## src/rtl/conflict_monitor.sv

```systemverilog
// Independent safety reader of the light-code bus: detects conflicting greens, invalid codes,
// skipped and short yellows, latches the first fault and drives the flashing override.
module conflict_monitor #(
    parameter int unsigned PERSIST_CYCLES    = 3,
    parameter int unsigned MIN_YELLOW_CYCLES = 30000,
    parameter int unsigned BLANK_CYCLES      = 10,
    parameter int unsigned FLASH_HALF_CYCLES = 5000
) (
    input  logic       clk,
    input  logic       reset,
    input  logic       enable,
    input  logic [1:0] light_th,
    input  logic [1:0] light_nn,
    input  logic [1:0] light_ns,
    input  logic [1:0] light_gth,
    input  logic [1:0] light_gnn_l,
    input  logic [1:0] light_gnn_r,
    input  logic [1:0] light_pn,
    input  logic [1:0] light_pth1,
    input  logic [1:0] light_pth2,
    output logic       fault,
    output logic [2:0] fault_code,
    output logic       override,
    output logic       flash
);

    localparam int PW = $clog2(PERSIST_CYCLES + 1);
    localparam int BW = $clog2(BLANK_CYCLES + 1);
    localparam int FW = $clog2(FLASH_HALF_CYCLES + 1);

    localparam logic [2:0] CODE_NONE     = 3'd0;
    localparam logic [2:0] CODE_CONFLICT = 3'd1;
    localparam logic [2:0] CODE_SKIP     = 3'd2;
    localparam logic [2:0] CODE_SHORT    = 3'd3;
    localparam logic [2:0] CODE_INVALID  = 3'd4;

    typedef enum logic [1:0] {
        S_IDLE,
        S_BLANK,
        S_MONITOR,
        S_FAULT
    } state_t;

    function automatic logic veh_active(input logic [1:0] c);
        return (c == 2'b01) || (c == 2'b10);
    endfunction

    function automatic logic two_active(input logic [1:0] c);
        return c == 2'b10;
    endfunction

    function automatic logic veh_invalid(input logic [1:0] c);
        return c == 2'b11;
    endfunction

    function automatic logic two_invalid(input logic [1:0] c);
        return c[0];
    endfunction

    function automatic logic [15:0] sat_inc16(input logic [15:0] v);
        return (v == 16'hFFFF) ? v : v + 16'd1;
    endfunction

    state_t           state_q, state_d;
    logic [BW-1:0]    blank_cnt_q, blank_cnt_d;
    logic [PW-1:0]    conflict_cnt_q, conflict_cnt_d;
    logic [PW-1:0]    invalid_cnt_q, invalid_cnt_d;
    logic [2:0][15:0] yel_cnt_q, yel_cnt_d;
    logic [2:0][1:0]  prev_q, prev_d;
    logic [FW-1:0]    flash_cnt_q, flash_cnt_d;
    logic             fault_q, fault_d;
    logic [2:0]       code_q, code_d;
    logic             flash_q, flash_d;

    // Index 0 = Thevenin, 1 = Norton-N, 2 = Norton-S vehicle heads.
    logic [2:0][1:0]  veh_cur;
    logic             a_th, a_nn, a_ns, a_gth, a_gl, a_gr, a_pn, a_p1, a_p2;
    logic             conflict_now, invalid_now;
    logic             hit_conflict, hit_invalid;
    logic [2:0]       skip_vec, short_vec;
    logic [2:0]       det_code;

    assign veh_cur = {light_ns, light_nn, light_th};

    assign a_th  = veh_active(light_th);
    assign a_nn  = veh_active(light_nn);
    assign a_ns  = veh_active(light_ns);
    assign a_gth = two_active(light_gth);
    assign a_gl  = two_active(light_gnn_l);
    assign a_gr  = two_active(light_gnn_r);
    assign a_pn  = two_active(light_pn);
    assign a_p1  = two_active(light_pth1);
    assign a_p2  = two_active(light_pth2);

    assign conflict_now = (a_th  & (a_nn | a_ns | a_gl | a_gr | a_pn))
                        | (a_gth & (a_nn | a_ns | a_pn | a_p1 | a_p2))
                        | (a_gl  & (a_ns | a_p1 | a_p2))
                        | (a_gr  & (a_p1 | a_p2))
                        | ((a_nn | a_ns) & (a_p1 | a_p2));

    assign invalid_now = veh_invalid(light_th) | veh_invalid(light_nn) | veh_invalid(light_ns)
                       | two_invalid(light_gth) | two_invalid(light_gnn_l)
                       | two_invalid(light_gnn_r) | two_invalid(light_pn)
                       | two_invalid(light_pth1) | two_invalid(light_pth2);

    // A persistence hit means this cycle would be the PERSIST_CYCLES-th in a row.
    assign hit_conflict = conflict_now && ((32'(conflict_cnt_q) + 32'd1) >= PERSIST_CYCLES);
    assign hit_invalid  = invalid_now  && ((32'(invalid_cnt_q)  + 32'd1) >= PERSIST_CYCLES);

    always_comb begin
        skip_vec  = '0;
        short_vec = '0;
        for (int h = 0; h < 3; h++) begin
            skip_vec[h]  = (prev_q[h] == 2'b10) && (veh_cur[h] == 2'b00);
            short_vec[h] = (prev_q[h] == 2'b01) && (veh_cur[h] == 2'b00)
                           && (32'(yel_cnt_q[h]) < MIN_YELLOW_CYCLES);
        end
    end

    always_comb begin
        det_code = CODE_NONE;
        if (hit_conflict)     det_code = CODE_CONFLICT;
        else if (hit_invalid) det_code = CODE_INVALID;
        else if (|skip_vec)   det_code = CODE_SKIP;
        else if (|short_vec)  det_code = CODE_SHORT;
    end

    always_comb begin
        state_d        = state_q;
        blank_cnt_d    = blank_cnt_q;
        conflict_cnt_d = conflict_cnt_q;
        invalid_cnt_d  = invalid_cnt_q;
        yel_cnt_d      = yel_cnt_q;
        prev_d         = veh_cur;
        flash_cnt_d    = flash_cnt_q;
        fault_d        = fault_q;
        code_d         = code_q;
        flash_d        = flash_q;
        case (state_q)
            S_IDLE: begin
                blank_cnt_d    = '0;
                conflict_cnt_d = '0;
                invalid_cnt_d  = '0;
                yel_cnt_d      = '0;
                if (enable) state_d = S_BLANK;
            end
            S_BLANK: begin
                if (!enable) begin
                    state_d     = S_IDLE;
                    blank_cnt_d = '0;
                end else if (blank_cnt_q == BW'(BLANK_CYCLES - 1)) begin
                    state_d     = S_MONITOR;
                    blank_cnt_d = '0;
                end else begin
                    blank_cnt_d = blank_cnt_q + BW'(1);
                end
            end
            S_MONITOR: begin
                if (!enable) begin
                    state_d        = S_IDLE;
                    conflict_cnt_d = '0;
                    invalid_cnt_d  = '0;
                    yel_cnt_d      = '0;
                end else begin
                    conflict_cnt_d = conflict_now
                        ? ((conflict_cnt_q == PW'(PERSIST_CYCLES)) ? conflict_cnt_q : conflict_cnt_q + PW'(1))
                        : '0;
                    invalid_cnt_d  = invalid_now
                        ? ((invalid_cnt_q == PW'(PERSIST_CYCLES)) ? invalid_cnt_q : invalid_cnt_q + PW'(1))
                        : '0;
                    for (int h = 0; h < 3; h++) begin
                        yel_cnt_d[h] = (veh_cur[h] == 2'b01) ? sat_inc16(yel_cnt_q[h]) : 16'd0;
                    end
                    if (det_code != CODE_NONE) begin
                        state_d     = S_FAULT;
                        fault_d     = 1'b1;
                        code_d      = det_code;
                        flash_d     = 1'b0;
                        flash_cnt_d = '0;
                    end
                end
            end
            S_FAULT: begin
                prev_d = prev_q;
                if (flash_cnt_q == FW'(FLASH_HALF_CYCLES - 1)) begin
                    flash_cnt_d = '0;
                    flash_d     = ~flash_q;
                end else begin
                    flash_cnt_d = flash_cnt_q + FW'(1);
                end
            end
            default: state_d = S_IDLE;
        endcase
    end

    always_ff @(posedge clk) begin
        if (reset) begin
            state_q        <= S_IDLE;
            blank_cnt_q    <= '0;
            conflict_cnt_q <= '0;
            invalid_cnt_q  <= '0;
            yel_cnt_q      <= '0;
            prev_q         <= '0;
            flash_cnt_q    <= '0;
            fault_q        <= 1'b0;
            code_q         <= CODE_NONE;
            flash_q        <= 1'b0;
        end else begin
            state_q        <= state_d;
            blank_cnt_q    <= blank_cnt_d;
            conflict_cnt_q <= conflict_cnt_d;
            invalid_cnt_q  <= invalid_cnt_d;
            yel_cnt_q      <= yel_cnt_d;
            prev_q         <= prev_d;
            flash_cnt_q    <= flash_cnt_d;
            fault_q        <= fault_d;
            code_q         <= code_d;
            flash_q        <= flash_d;
        end
    end

    assign fault      = fault_q;
    assign fault_code = code_q;
    assign override   = fault_q;
    assign flash      = flash_q;

endmodule

```

## config.mk

```make
export PLATFORM = sky130hd
export DESIGN_NAME = conflict_monitor
export DESIGN_NICKNAME = d
export VERILOG_FILES = /design/src/rtl/conflict_monitor.sv
export SDC_FILE = /design/constraint.sdc
export NUM_CORES = 1
export LEC_CHECK = 0
export ABC_AREA = 1
export BUFFER_PORTS_ARGS = -buffer_cell sky130_fd_sc_hd__buf_2
export CORE_MARGIN = 2
export CORE_UTILIZATION = 62
export DETAILED_ROUTE_END_ITERATION = 10
export PLACE_DENSITY = 0.83
export SLEW_MARGIN = 20
export SYNTH_ARGS = -nofsm -noshare
export SYNTH_HDL_FRONTEND = slang
export SYNTH_SLANG_ARGS = --single-unit
```

## constraint.sdc

```tcl
create_clock -name clk -period 2.2 [get_ports clk]
set_input_delay 0.11 -clock clk [delete_from_list [all_inputs] [get_ports clk]]
set_output_delay 0.11 -clock clk [all_outputs]
set_load 0.01 [all_outputs]
```

==> Implementation_results.wiki <==
{| class="wikitable"
! Metric !! Value
|-
| Worst-path maximum fanout || 10
|-
| Routed len/inst || roughly 13 microns
|-
| CTS tree || done
|-
| Number of buffers and inverters on the critical path || 4
|-
| Combined area of the multi-input logic cells || roughly 2900 sq um
|-
| Initial Utilization || 64.5%
|-
| Sink of the worst hold path || prev_q[5]
|-
| Clock transition at the registers of the reported paths || 0.09 ns
|-
| Static power due to leakage || 2.16 nW
|-
| Half-perimeter wire length after detailed placement || 8710 microns
|-
| Boundary pin count || 27
|-
| Kind of path behind the tightest hold check || primary input to register
|-
| Average cell area after synthesis || 6.54 sq um
|-
| Setup repair after global routing missed its margin || false
|-
| Number of standard cells in the layout, taps in and fillers out || 909
|-
| Total track usage || 28.4%
|-
| Htree depth || 3
|-
| Fraction of the cycle the final worst path needs || 89.6%
|-
| Largest stage delay on the critical path || 0.34 ns
|-
| Number of nets in the final layout || ~850
|-
| Synthesized netlist cell count || 770
|-
| GRT Residual Overflow || 0
|-
| Number of global-route vias before repair || ~4700
|-
| Count of antenna-violating nets left after detailed routing || 0
|-
| Outcome || complete, no violations
|-
| Die width || 94.1 microns
|-
| WL final || around 12000 microns
|-
| Fill cell count || 667
|-
| Fraction of layout instances using a drive strength above 1 || 11.8%
|-
| Clock root buffer || clkbuf_8
|-
| Layout-stage area growth over the synthesis result || 9.35%
|-
| # port buffers || 26
|-
| Final setup violation count || 0
|-
| Max-slew headroom at the worst pin || 59.5%
|-
| Combined flip-flop and latch cell area || 1640 sq um
|-
| Worst R2R Path Depth || 13
|-
| Length of the first detailed-routing pass in iterations || 5
|-
| Count of buffers added by post-CTS timing repair for setup || 0
|-
| Count of final hold-check violations || 0
|-
| Critical Path Start Type || register
|-
| Max Clock Skew || ~0.0090 ns
|-
| Number of vias after detailed routing || just over 5000
|-
| Syn. warnings || 0
|-
| Post-synthesis net count || 814
|-
| Final max-slew violation count || 0
|-
| Count of inserted antenna diode cells || 0
|-
| Inserted Clock Buffers || 9
|-
| Power density of the placed cells || 756 nW/um^2
|-
| Height of the die || 94.1 microns
|-
| Latest clock arrival within the worst-skew pair || around 0.35 ns
|-
| CP max stage cell || dfxtp_1
|-
| Antenna violations before repair || 0
|-
| Time the worst path needs with I/O delays and setup || 1.97 ns
|-
| Max Root-Sink Buffers || 2
|-
| Wire length of the first global-routing pass || 20400 microns
|-
| Number of instances on the worst hold path || 3
|-
| Critical Path RT || approximately 2.5 ns
|-
| Cell mode on critical path || nand2_1
|-
| Least-Margin Pin Slew || ~0.60 ns
|-
| Count of different cell masters after synthesis || 39
|-
| Pin count of the biggest net entering global routing || 33
|-
| Dpl cells || between 800 and 900
|-
| Capture point of the worst reg-to-reg path || yel_cnt_q[30]
|-
| Clk sinks || 82
|-
| Area of the mapped netlist || 5030 sq um
|-
| Startpoint of the lowest-slack hold path || light_ns[1]
|-
| Number of standard-cell rows in the floorplan || 32
|-
| Via/cell ratio || 5.55
|-
| Setup Crit Path Kind || register to register
|-
| Proportion of synthesized chip area in sequential cells || between 30 and 40%
|-
| Final core utilization || 70.5%
|-
| FMAX || 0.507 GHz
|-
| Floorplan die area || 8860 sq um
|-
| Launch instance of the worst register-to-register path || state_q[0]
|-
| Flip-flop and latch count after synthesis || 82
|-
| Crit path capture type || register
|-
| Detailed router's first-iteration violation count || about 250
|-
| Gpl congestion || 0.935
|-
| Final routed DRC violation total || 0
|-
| Worst path arrival time || ~2.2 ns
|-
| Worst path cell trace || inv_1 -> ha_2 -> nand2_4 -> nor2_4 -> inv_2 -> nor3_1 -> nand2_1 -> nand2_1 -> buf_4 -> inv_2 -> nand2_1 -> o21ai_0 -> o211a_1
|-
| Worst-case register-to-register setup slack || between 0.2 and 0.25 ns
|-
| Setup TNS after final layout || 0 ns
|-
| Core area || 7810 sq um
|-
| Maximum capacitance violations || 0
|-
| Worst path top cell family by delay || simple AND/OR/NAND/NOR gates
|-
| Largest vdd supply drop || 0.487 mV
|}
-- worst min-delay path: stages --
cell and delay [ns]:
buf_2 0.10, o21ai_0 0.08, a21oi_1 0.11
-- sequential cells by signal, indices dropped and copies added (netlist names) --
register and count:
yel_cnt_q 48, conflict_cnt_q 2, fault 1, prev_q 6
flash_cnt_q 13, flash 1, fault_code 3, state_q 2
blank_cnt_q 4, invalid_cnt_q 2
-- through the flow --
stage                     worst slack [ns]  total power, mW  hold WS [ns]  area (sq um)
after floorplan                      0.383             2.69         0.270          5030
after detailed placement             0.119             3.03         0.431          5290
final                                0.229             4.16        0.0767          5500
after global routing               0.00793             4.43        0.0972          5500
after global placement               0.224             2.97         0.427          5290
after CTS                            0.171             4.16        0.0742          5490
-- where the power goes --
part / switching [mW] / total, mW / leakage [nW] / internal [mW]
logic: 0.858 / 1.29 / 1.40 / 0.433
clock network: 0.555 / 1.14 / 0.0986 / 0.586
registers: 0.115 / 1.73 / 0.664 / 1.62
total: 1.53 / 4.16 / 2.16 / 2.64
-- logic make-up (layout without fill, tap and decap cells) --
logic type	Yosys count	count (layout)	synth area share, %
adders and majority gates	23	23	5.72
DFF	82	82	32.6
xor gates and xnor gates	15	15	2.61
and+or+nand+nor	424	424	37.7
buffers and inverters	121	158	9.79
AOI/OAI and AO/OA	105	105	11.6
-- synth_stat cells (all sizes together) --
cell type,instances,area (sq um)
a211oi,6,45.0
a21boi,2,18.8
a21o,1,7.51
a21oi,63,334
buf,9,67.6
clkbuf,9,33.8
clkinv,1,3.75
dfxtp,82,1640
ha,23,288
inv,102,388
nand2,183,717
nand3,77,400
nand3b,4,30.0
nand4,13,81.3
nor2,107,419
nor3,20,100
nor3b,4,30.0
nor4,10,81.3
o211a,1,10.0
o21a,2,15.0
o21ai,29,145
o21bai,1,7.51
or2,6,37.5
xnor2,1,8.76
xor2,14,123
-- placed cells by master (no fill, tap or decap), types with 3 or more instances in the layout --
cell	n
nor3b_1	4
clkbuf_8	11
nor4_2	3
nand2_1	175
nor2_1	101
buf_2	26
a211oi_1	6
a21oi_2	5
inv_2	6
o21ai_0	28
nand4_1	13
inv_1	95
dfxtp_1	81
nor4_1	7
a21oi_1	58
nor3_1	20
nand3_1	74
ha_1	22
nand3b_1	4
buf_4	13
xor2_1	14
nor2_2	4
nand3_2	3
nand2_2	6
or2_2	6
-- worst max-delay path by stage --
| stage | startpoint | endpoint | depth (start not counted) |
|---|---|---|---|
| after floorplan | state_q[0] | yel_cnt_q[28] | 14 |
| after global placement | yel_cnt_q[32] | yel_cnt_q[44] | 12 |
| after detailed placement | light_nn[0] | flash_cnt_q[12] | 14 |
| after CTS | state_q[0] | yel_cnt_q[11] | 14 |
| after global routing | state_q[0] | yel_cnt_q[30] | 13 |
| final | state_q[0] | yel_cnt_q[30] | 13 |
-- repair_timing --
item                       4_1_cts  5_1_grt
hold endpoints to repair         0        0
resized for setup                0        4
setup endpoints to repair        0        9
hold buffers                     0        0
-- layout make-up --
class,count,share of cell area (%)
Timing Repair Buffer,39,4.14
Clock buffer,12,2.82
Clock inverter,4,0.909
Inverter,103,7.12
Sequential cell,82,29.8
Multi-Input combinational cell,567,52.9
Tap cell,102,2.32
-- layer usage --
metal  track usage, %  part of all wire (%)  vias up
met5                0                     0        -
met4             9.66                   2.5        0
met3             5.38                   6.3       27
met2             48.7                    47      169
met1             35.8                    44     2293
li1                 -                     -     2556
Note: power is estimated with default switching activity, not from simulation.
